<file path="config.mk">
export PLATFORM = sky130hd
export DESIGN_NAME = edge_threshold_flat
export DESIGN_NICKNAME = d
export VERILOG_FILES = /design/src/rtl/edge_threshold_if.sv /design/src/rtl/edge_threshold.sv /design/src/flat_wrapper.sv
export SDC_FILE = /design/constraint.sdc
export NUM_CORES = 1
export LEC_CHECK = 0
export CAP_MARGIN = 20
export CORE_MARGIN = 2
export CORE_UTILIZATION = 36
export CTS_BUF_LIST = sky130_fd_sc_hd__clkbuf_16
export CTS_CLUSTER_SIZE = 40
export DETAILED_ROUTE_END_ITERATION = 8
export SETUP_SLACK_MARGIN = 0.15
export SLEW_MARGIN = 40
export SYNTH_ARGS = -nofsm -noshare
export SYNTH_HDL_FRONTEND = slang
export SYNTH_SLANG_ARGS = --single-unit
</file>
<file path="constraint.sdc">
create_clock -name clk -period 5.94 [get_ports clk]
set_clock_uncertainty 0.15 [all_clocks]
set_input_delay 1.188 -clock clk [delete_from_list [all_inputs] [get_ports clk]]
set_output_delay 1.188 -clock clk [all_outputs]
set_load 0.02 [all_outputs]
</file>
<file path="src/rtl/edge_threshold_if.sv">
// Valid/ready pixel stream between the edge convolution, edge_threshold and the display path.
// The producer drives data/valid through the master modport and the consumer drives ready.
interface edge_threshold_if #(
  parameter int W = 30
);
  logic [W-1:0] data;
  logic         valid;
  logic         ready;

  modport master (output data, output valid, input ready);
  modport slave  (input data, input valid, output ready);
endinterface

</file>
<file path="src/rtl/edge_threshold.sv">
// Edge magnitude thresholding with a border mask and a per-frame edge-pixel count.
// Define EDGE_THRESHOLD_GRAY_EN to output a grayscale magnitude on edge pixels instead of all-ones.
module edge_threshold #(
  parameter int W      = 30,
  parameter int WIDTH  = 320,
  parameter int HEIGHT = 240,
  parameter int BORDER = 1
) (
  input  logic               clk,
  input  logic               reset,
  edge_threshold_if.slave    x,
  edge_threshold_if.master   y,
  input  logic [10:0]        threshold,
  output logic [16:0]        edge_count,
  output logic               frame_done
);

  // Counter widths leave room for WIDTH/HEIGHT themselves so BORDER=0 never wraps the upper bound.
  localparam int CW = $clog2(WIDTH + 1);
  localparam int RW = $clog2(HEIGHT + 1);

  localparam logic [CW-1:0] COL_LAST = CW'(WIDTH - 1);
  localparam logic [CW-1:0] COL_LO   = CW'(BORDER);
  localparam logic [CW-1:0] COL_HI   = CW'(WIDTH - BORDER);
  localparam logic [RW-1:0] ROW_LAST = RW'(HEIGHT - 1);
  localparam logic [RW-1:0] ROW_LO   = RW'(BORDER);
  localparam logic [RW-1:0] ROW_HI   = RW'(HEIGHT - BORDER);

  typedef enum logic {IDLE, ACTIVE} state_t;

  state_t         state_q, state_d;
  logic [CW-1:0]  col_q, col_d;
  logic [RW-1:0]  row_q, row_d;
  logic [10:0]    thr_q;

  logic           s1_valid_q;
  logic [10:0]    s1_sum_q, sum_d;
  logic           s1_border_q, border_d;
  logic           s1_last_q, last_d;

  logic           y_valid_q;
  logic [W-1:0]   y_data_q, y_data_d;
  logic [16:0]    run_q;
  logic [16:0]    edge_count_q;
  logic           done_q;

  logic           en;
  logic           accept;
  logic           first_px;
  logic           edge_hit;
  logic           load2;

  function automatic logic [8:0] ch_mag(input logic [9:0] ch);
    logic [9:0] neg;
    neg = 10'd0 - ch;
    if (ch == 10'h200) return 9'd511;
    else if (ch[9])    return neg[8:0];
    else               return ch[8:0];
  endfunction

  // One enable moves the whole pipeline, so a stalled output freezes both stages and the input.
  assign en      = y.ready | ~y_valid_q;
  assign x.ready = en;
  assign accept  = x.valid & en;
  assign load2   = en & s1_valid_q;

  // NOTE: every signal assigned in always_comb gets a default first, so no path can infer a latch.
  always_comb begin
    col_d = col_q + 1'b1;
    row_d = row_q;
    if (col_q == COL_LAST) begin
      col_d = '0;
      row_d = (row_q == ROW_LAST) ? '0 : row_q + 1'b1;
    end
  end

  always_comb begin
    sum_d    = {2'b00, ch_mag(x.data[29:20])}
             + {2'b00, ch_mag(x.data[19:10])}
             + {2'b00, ch_mag(x.data[9:0])};
    border_d = (col_q < COL_LO) | (col_q >= COL_HI) | (row_q < ROW_LO) | (row_q >= ROW_HI);
    last_d   = (col_q == COL_LAST) & (row_q == ROW_LAST);
    first_px = (col_q == '0) & (row_q == '0);
  end

  // NOTE: sequential state uses non-blocking assignment so every register samples pre-edge values.
  always_ff @(posedge clk or posedge reset) begin
    if (reset) begin
      col_q <= '0;
      row_q <= '0;
      thr_q <= '0;
    end else if (accept) begin
      col_q <= col_d;
      row_q <= row_d;
      if (first_px) thr_q <= threshold;
    end
  end

  always_ff @(posedge clk or posedge reset) begin
    if (reset) begin
      s1_valid_q  <= 1'b0;
      s1_sum_q    <= '0;
      s1_border_q <= 1'b0;
      s1_last_q   <= 1'b0;
    end else if (en) begin
      s1_valid_q <= accept;
      if (accept) begin
        s1_sum_q    <= sum_d;
        s1_border_q <= border_d;
        s1_last_q   <= last_d;
      end
    end
  end

  // thr_q already holds the new frame's value when that frame's first pixel reaches this compare.
  assign edge_hit = (s1_sum_q > thr_q) & ~s1_border_q;

`ifdef EDGE_THRESHOLD_GRAY_EN
  logic [9:0] gray;
  always_comb begin
    gray     = s1_sum_q[10] ? 10'd1023 : s1_sum_q[9:0];
    y_data_d = '0;
    if (s1_valid_q && edge_hit) y_data_d = W'({gray, gray, gray});
  end
`else
  always_comb begin
    y_data_d = '0;
    if (s1_valid_q && edge_hit) y_data_d = '1;
  end
`endif

  always_ff @(posedge clk or posedge reset) begin
    if (reset) begin
      y_valid_q <= 1'b0;
      y_data_q  <= '0;
    end else if (en) begin
      y_valid_q <= s1_valid_q;
      y_data_q  <= y_data_d;
    end
  end

  // The last pixel's own edge is folded into the published count while run restarts from zero.
  always_ff @(posedge clk or posedge reset) begin
    if (reset) begin
      run_q        <= '0;
      edge_count_q <= '0;
      done_q       <= 1'b0;
    end else begin
      done_q <= load2 & s1_last_q;
      if (load2) begin
        if (s1_last_q) begin
          edge_count_q <= run_q + 17'(edge_hit);
          run_q        <= '0;
        end else if (edge_hit) begin
          run_q <= run_q + 17'd1;
        end
      end
    end
  end

  always_ff @(posedge clk or posedge reset) begin
    if (reset) state_q <= IDLE;
    else       state_q <= state_d;
  end

  always_comb begin
    state_d = state_q;
    if (state_q == IDLE && accept) state_d = ACTIVE;
  end

  always_comb begin
    frame_done = done_q & (state_q == ACTIVE);
  end

  assign y.valid    = y_valid_q;
  assign y.data     = y_data_q;
  assign edge_count = edge_count_q;

endmodule
</file>
<file path="src/flat_wrapper.sv">
// flat-port wrapper written by rule: the top's interface ports become plain ports
module edge_threshold_flat 
#(
  parameter int W      = 30,
  parameter int WIDTH  = 320,
  parameter int HEIGHT = 240,
  parameter int BORDER = 1
)
  (clk, reset, threshold, edge_count, frame_done, x_data, x_valid, x_ready, y_data, y_valid, y_ready);
  edge_threshold_if #(.W(W)) x_i ();
  edge_threshold_if #(.W(W)) y_i ();
  input  logic clk;
  input  logic reset;
  input  logic [10:0] threshold;
  output logic [16:0] edge_count;
  output logic frame_done;
  input wire logic [$bits(x_i.data)-1:0] x_data;
  input wire logic [$bits(x_i.valid)-1:0] x_valid;
  output wire logic [$bits(x_i.ready)-1:0] x_ready;
  output wire logic [$bits(y_i.data)-1:0] y_data;
  output wire logic [$bits(y_i.valid)-1:0] y_valid;
  input wire logic [$bits(y_i.ready)-1:0] y_ready;
  assign x_i.data = x_data;
  assign x_i.valid = x_valid;
  assign x_ready = x_i.ready;
  assign y_data = y_i.data;
  assign y_valid = y_i.valid;
  assign y_i.ready = y_ready;
  edge_threshold #(.W(W), .WIDTH(WIDTH), .HEIGHT(HEIGHT), .BORDER(BORDER)) u_core (.clk(clk), .reset(reset), .x(x_i), .y(y_i), .threshold(threshold), .edge_count(edge_count), .frame_done(frame_done));
endmodule
</file>
==> results of run 1 <==
-- kinds of logic (layout without fill, tap and decap cells) --
| logic type | count (synthesis) | count (layout) | synth area share |
|---|---|---|---|
| xor+xnor | 52 | 52 | 0.07958 |
| mux | 11 | 11 | 0.02055 |
| buf+inv | 96 | 157 | 0.08680 |
| fa+ha+maj | 41 | 41 | 0.09226 |
| simple gates | 253 | 253 | 0.2101 |
| flops | 80 | 80 | 0.3498 |
| compound gates | 146 | 146 | 0.1609 |
-- layer usage --
| metal | track usage | up-vias |
|---|---|---|
| met5 | 0 | - |
| met4 | 0.05629 | 0 |
| met3 | 0.02870 | 12 |
| met2 | 0.2464 | 101 |
| met1 | 0.1948 | 2213 |
| li1 | - | 2428 |
-- worst paths after layout --
check,from,to,depth (start not counted)
max reg2reg,u_core.s1_sum_q[9]$_DFFE_PP0P_,u_core.edge_count[16]$_DFFE_PP0P_,11
max in group asynchronous,reset,u_core.state_q$_DFFE_PP0P_,3
max,x_data[20],u_core.s1_sum_q[9]$_DFFE_PP0P_,21
min in group asynchronous,reset,u_core.row_q[1]$_DFFE_PP0P_,2
min reg2reg,u_core.s1_valid_q$_DFFE_PP0N_,u_core.y.valid$_DFFE_PP0N_,2
min,u_core.s1_valid_q$_DFFE_PP0N_,u_core.y.valid$_DFFE_PP0N_,2
-- power by group through the flow --
stage	Sequential (uW)	Combinational, uW	Clock (uW)
floorplan	641	347	0
global placement	651	463	0
detailed placement	654	477	0
CTS	644	481	555
global route	653	558	573
finish	644	485	539
-- cells in the mapped netlist (6+ instances only) --
master and number:
nor3_1 15, a31oi_1 17, o2bb2ai_1 14, xor2_1 30
dfrtp_1 80, buf_2 7, nor2b_1 13, and2_1 14
inv_1 36, o21a_1 7, mux2_2 6, ha_1 39
nand2_1 99, or3_1 10, a21o_1 7, buf_4 30
nand4_1 11, o21ai_0 63, a21oi_1 13, clkbuf_1 21
nor2_1 39, nand3_1 28, xnor2_1 22
-- flip-flops by register name, indices dropped and copies added, names as in the netlist --
signal,flops
u_core.edge_count,17
u_core.run_q,17
u_core.s1_sum_q,11
u_core.thr_q,11
u_core.col_q,9
u_core.row_q,8
u_core.done_q,1
u_core.s1_border_q,1
u_core.s1_last_q,1
u_core.s1_valid_q,1
u_core.state_q,1
u_core.y.data,1
u_core.y.valid,1
-- layout make-up --
class | instances | area share
multi-input combinational | 503 | 0.4659
sequential | 80 | 0.2875
timing repair buffer | 105 | 0.1470
tap | 216 | 0.03881
clock buffer | 9 | 0.03234
inverter | 36 | 0.01958
clock inverter | 7 | 0.008983
-- stage by stage --
step                hold slack (ps)  worst slack [ps]  power (uW)  std cells  utilization
floorplan                     275.2             590.5       988.7        679            -
global placement              294.2            -17.16        1114        939       0.4235
detailed placement            313.4            -147.7        1131        939       0.4236
CTS                           328.4             220.8        1680        955       0.4419
global route                  350.1             163.5        1784        956       0.4432
finish                        319.5             478.3        1668        956       0.4432
-- what timing repair did --
item                       4_1_cts  5_1_grt
resized for setup                0        7
setup endpoints to repair        0        5
setup buffers                    0        0
-- critical path: cells and delay by family --
family / cells / cell delay, ps
AO/OA/AOI/OAI: 7 / 1130
XOR/XNOR: 2 / 280
adder cells (fa/ha/maj): 3 / 700
buffers and inverters: 3 / 700
AND/OR/NAND/NOR: 6 / 1500
==> impl_results.md, run 1 <==
- Hold Vio Cnt, Final: 0
- Commonest non-fill, non-tap cell in the layout: nand2_1
- Post-synth top area share: 0.3498
- CTS tree: yes
- Antenna viol nets, final: 0
- Vias: 4754
- Logic pwr share: 0.291
- Metal-1 WL: 5.868 mm
- Via density: 4.973
- Layout cells sized above 1: 0.06351
- Die width: 130.1 um
- Critical path launch point type: input pin
- Worst-Margin Slew: 783.3 ps
- CTS Buffer Depth: 2
- RSZ-0062 raised after global routing: false
- Fmax: 183.1 MHz
- Max Cap Viol: 0
- Post-Route WL: 12.25 mm
- Area after DPL: 0.006656 mm^2
- Final min period: 5462 ps
- Pint: 1155 uW
- Number of synthesis warnings: 0
- Die Footprint: 0.01692 mm^2
- DRT iter0 DRCs: 275
- Crit path arrival time: 5500 ps
- Reg area: 0.002002 mm^2
- Post-Syn Nets: 765
- Yosys reg bits: 80
- Synth-to-Final Area Change: 21.69%
- Max layer used: met4
- Max IR drop VDD: 0.1425 mV
- IO buf count: 94
- Remaining DRCs: 0
- Cts hold-fix bufs: 0
- Vias in the first global route: 4389
- Post-synth EDFFs: 0
- Multi-input gate area: 0.003244 mm^2
- CP Cell Sequence: clkdlybuf4s50_1, inv_1, ha_1, nand2_1, or3_1, or3_1, or3b_4, buf_4, nand2_1, ha_1, a211oi_1, o21ai_0, a21oi_1, xnor2_1, ha_1, or2_2, a21oi_1, o21bai_1, o21ai_1, xnor2_1, o21ai_0
- Core Box Area: 0.01571 mm^2
- Skew-Pair Late Insertion Delay: 340 ps
- CTS Buf Count: 9
- I/O pins: 95
- CP endpoint kind: flop
- Overflow after GRT: 0
- Sw frac: 0.3075
- Setup Viol. Count Final: 0
- Post-synth top area cell: dfrtp_1
- Sequential share of the synthesized area: 0.3498
- First-pass DRT Iterations: 4
- Post-DP HPWL: 9.492 mm
- RD Place Congestion: 0.7928
- Total GRT Usage: 0.1493
- Hold Path Class: reg -> reg
- Number of diodes: 0
- Relative slew slack: 0.4750
- Number of fill cells in the layout: 1504
- Final instance area: 0.006964 mm^2
- Max stage delay on crit path: 440 ps
- Max-slew violation count: 0
- Syn Inst Count: 679
- First-pass GRT wire length: 20.49 mm
- CTS H-tree lvls: 3
- Commonest cells after routing, fill and taps aside: nand2_1 (98), clkdlybuf4s50_1 (94), dfrtp_1 (80)
- Synth Cell Area: 0.005723 mm^2
- Root buffer cell: clkbuf_16
- Initial core utilization: 0.3642
- Main synth FF type: dfrtp_1
- NetSw: 512.9 uW
- Final period util: 0.9195
- CP max FO: 7
- Sink Count: 80
- Initial antenna violation count: 0
- Worst Setup Path Type: in -> reg
- Syn_area_per_cell: 8.429 um^2
- Reg2Reg Setup Slack: 2730 ps
- Critical Path Slowest Stage Cell: clkdlybuf4s50_1
- Synth async-reset ratio: 1.000
- Power Density: 239.5 mW/mm^2
- WL per Instance: 12.81 um
- Die Height: 130.1 um
- Fin nets: 821
- LEAKAGE: 0.003071 uW
- Largest net degree at the start of global routing: 51
- Most frequent CP cell: ha_1
- Clock power share: 0.323
- Outcome: finished clean
- Worst path required time: 5980 ps
- Top post-synthesis cells by area: dfrtp_1 (35%), ha_1 (8.5%), nand2_1 (6.5%)
- Flop pwr share: 0.386
- Cell variety after synth: 50
- Clock transition at path regs: 60 ps
- Num rows: 46
- Total Negative Setup Slacks: 0 ps
- Metal2 WL: 5.705 mm
- DR WL met3: 523 um
No activity file was read; power rests on OpenSTA's default activity.
==> run 2: changes to the inputs <==
Settings changed: REMOVE_ABC_BUFFERS set to 1.
==> impl_results.md, run 2 (same netlist as run 1, synthesis figures left out) <==
- CTS H-tree lvls: 3 (unchanged)
- Relative slew slack: 0.4976 (+0.02258)
- Vias in the first global route: 4573 (+4.2%)
- Placed insts: 939 (unchanged)
- Met1 Usage GRT: 0.1989 (+0.004059)
- Layout cells sized above 1: 0.05962 (-0.003893)
- Skew-Pair Late Insertion Delay: 330 ps (about the same)
- Commonest cells after routing, fill and taps aside: nand2_1 (98), clkdlybuf4s50_1 (94), dfrtp_1 (80)
- Synth-to-Final Area Change: 21.38%
- Num rows: 46 (unchanged)
- First-pass GRT wire length: 21.48 mm (+4.8%)
- Place WS: -129.8 ps (+17.86 ps)
- Total GRT Usage: 0.1555 (+0.006142)
- Fin cells: 954 (-0.21%)
- Die Height: 130.1 um (unchanged)
- Outcome: finished clean
- IO buf count: 94 (unchanged)
- Worst-Margin Slew: 753.6 ps (-29.61 ps)
- Max-slew violation count: 0 (unchanged)
- Fin worst setup slack: 464.3 ps (-13.92 ps)
- Worst Setup Path Type: in -> reg
- Hold Vio Cnt, Final: 0 (unchanged)
- WL per Instance: 13.05 um (+1.9%)
- Crit path buffers/inverters: 4 (+1)
- Max Cap Viol: 0 (unchanged)
- Critical path's top delay family: simple AND/OR/NAND/NOR gates
- Fin nets: 821 (unchanged)
- Tot Pwr: 1650 uW (-1.1%)
- CP Cell Sequence: clkdlybuf4s50_1, inv_1, ha_1, nand2_1, or3_1, or3_1, or3b_4, nand2_1, ha_1, inv_1, fa_2, nor2b_1, o21ai_0, a21boi_1, o21ai_0, nor2b_1, xnor2_1, ha_1, or3_1, o21bai_1, buf_4, xnor2_1, o21ai_0
- Setup Viol. Count Final: 0 (unchanged)
- First-pass DRT Iterations: 4 (unchanged)
- Hold Path Class: reg -> reg
- Final min period: 5476 ps (+13.92 ps)
- Clock transition at path regs: 60 ps (about the same)
- Met2 usage: 0.2735 (+0.02710)
- RD Place Congestion: 0.8288 (+4.5%)
- Power Density: 237.5 mW/mm^2 (-0.86%)
- I/O pins: 95 (unchanged)
- Vias: 4740 (-0.29%)
- Sink Count: 80 (unchanged)
- Global routing's busiest layer: met2
- RSZ-0062 raised after global routing: false
- Remaining DRCs: 0 (unchanged)
- CTS tree: yes
- Total Negative Setup Slacks: 0 ps (unchanged)
- Crit path arrival time: 5500 ps (about the same)
- Fmax: 182.6 MHz (-0.25%)
- Number of diodes: 0 (unchanged)
- Initial core utilization: 0.3642 (unchanged)
- Core Util, Final: 0.4421 (-0.001114)
- Critical path launch point type: input pin
- Die Footprint: 0.01692 mm^2 (unchanged)
- DRT iter0 DRCs: 355 (+29%)
- CP max FO: 3 (-4)
- Critical Path Slowest Stage Cell: clkdlybuf4s50_1
- Max IR drop VDD: 0.1271 mV (-11%)
- Initial antenna violation count: 0 (unchanged)
- Final period util: 0.9218 (+0.002343)
- LEAKAGE: 0.003063 uW (-0.25%)
- CP endpoint kind: flop
- Post-Route WL: 12.45 mm (+1.7%)
- Worst path required time: 5960 ps (-20 ps)
- Antenna viol nets, final: 0 (unchanged)
- M3 GR Usage: 0.02747 (-0.001230)
- Overflow after GRT: 0 (unchanged)
- Commonest non-fill, non-tap cell in the layout: nand2_1
- CTS Buffer Depth: 2 (unchanged)
- CTS Buf Count: 9 (unchanged)
- Largest net degree at the start of global routing: 49 (-3.9%)
- Core Box Area: 0.01571 mm^2 (unchanged)
- Root buffer cell: clkbuf_16
- Die width: 130.1 um (unchanged)
- Post-DP HPWL: 9.447 mm (-0.47%)
- Via density: 4.969 (about the same)
- Max stage delay on crit path: 440 ps (about the same)
==> run 2: layer usage <==
layer  up-vias  wire (um)  part of all wire
met3         5        544             0.044
met1      2207       5732              0.46
met5         -          0                 0
met4         0         84            0.0067
met2       101       6092              0.49
li1       2427          -                 -
==> run 2: area by class of cell <==
| class | count | area [um^2] |
|---|---|---|
| fillers | 1518 | 8766 |
| multi-input cells | 503 | 3237 |
| repair buffers | 105 | 1023 |
| well taps | 216 | 270.3 |
| flip-flops and latches | 80 | 2002 |
| clock buffers | 9 | 225.2 |
| inverters | 36 | 137.6 |
| clock inverters | 5 | 51.30 |
==> run 2: worst paths after layout <==
path | slack [ps] | cells past startpoint | from | endpoint
worst max-delay path | 460 | 23 | x_data[20] | u_core.s1_sum_q[7]$_DFFE_PP0P_
worst min-delay path | 310 | 2 | u_core.s1_valid_q$_DFFE_PP0N_ | u_core.y.valid$_DFFE_PP0N_
worst max register to register | 2690 | 11 | u_core.s1_sum_q[9]$_DFFE_PP0P_ | u_core.edge_count[16]$_DFFE_PP0P_
worst min register to register | 310 | 2 | u_core.s1_valid_q$_DFFE_PP0N_ | u_core.y.valid$_DFFE_PP0N_
max in group asynchronous | 3670 | 3 | reset | u_core.s1_sum_q[4]$_DFFE_PP0P_
min in group asynchronous | 1130 | 2 | reset | u_core.run_q[10]$_DFFE_PP0P_
==> run 2: worst register-to-register path: stages, from the launching register on <==
cell and delay (ps):
dfrtp_1 380, ha_1 300, nand3_1 110, nor3_1 280, o21ai_0 200, a31oi_1 370, ha_1 330, ha_1 290
nand4_1 240, nor3_1 250, xnor2_1 140, o21ai_0 80
==> run 2: metrics by stage <==
| stage | hold slack, ps | instance area (um^2) |
|---|---|---|
| final | 312.7 | 6947 |
| after global routing | 357.7 | 6947 |
| after CTS | 315.5 | 6934 |
| after detailed placement | 301.0 | 6658 |
| after global placement | 297.1 | 6653 |
| after floorplan | 275.2 | 5361 |
==> run 2: repair_timing <==
item | in CTS | in global routing
gates resized for setup | 0 | 5
endpoints found under the setup margin | 0 | 5
hold buffers | 0 | 0
buffers inserted | 0 | 0
==> run 2: power by group <==
| part | internal, uW | switching (uW) |
|---|---|---|
| clock | 317 | 207 |
| sequential | 599 | 44.0 |
| combinational | 232 | 250 |
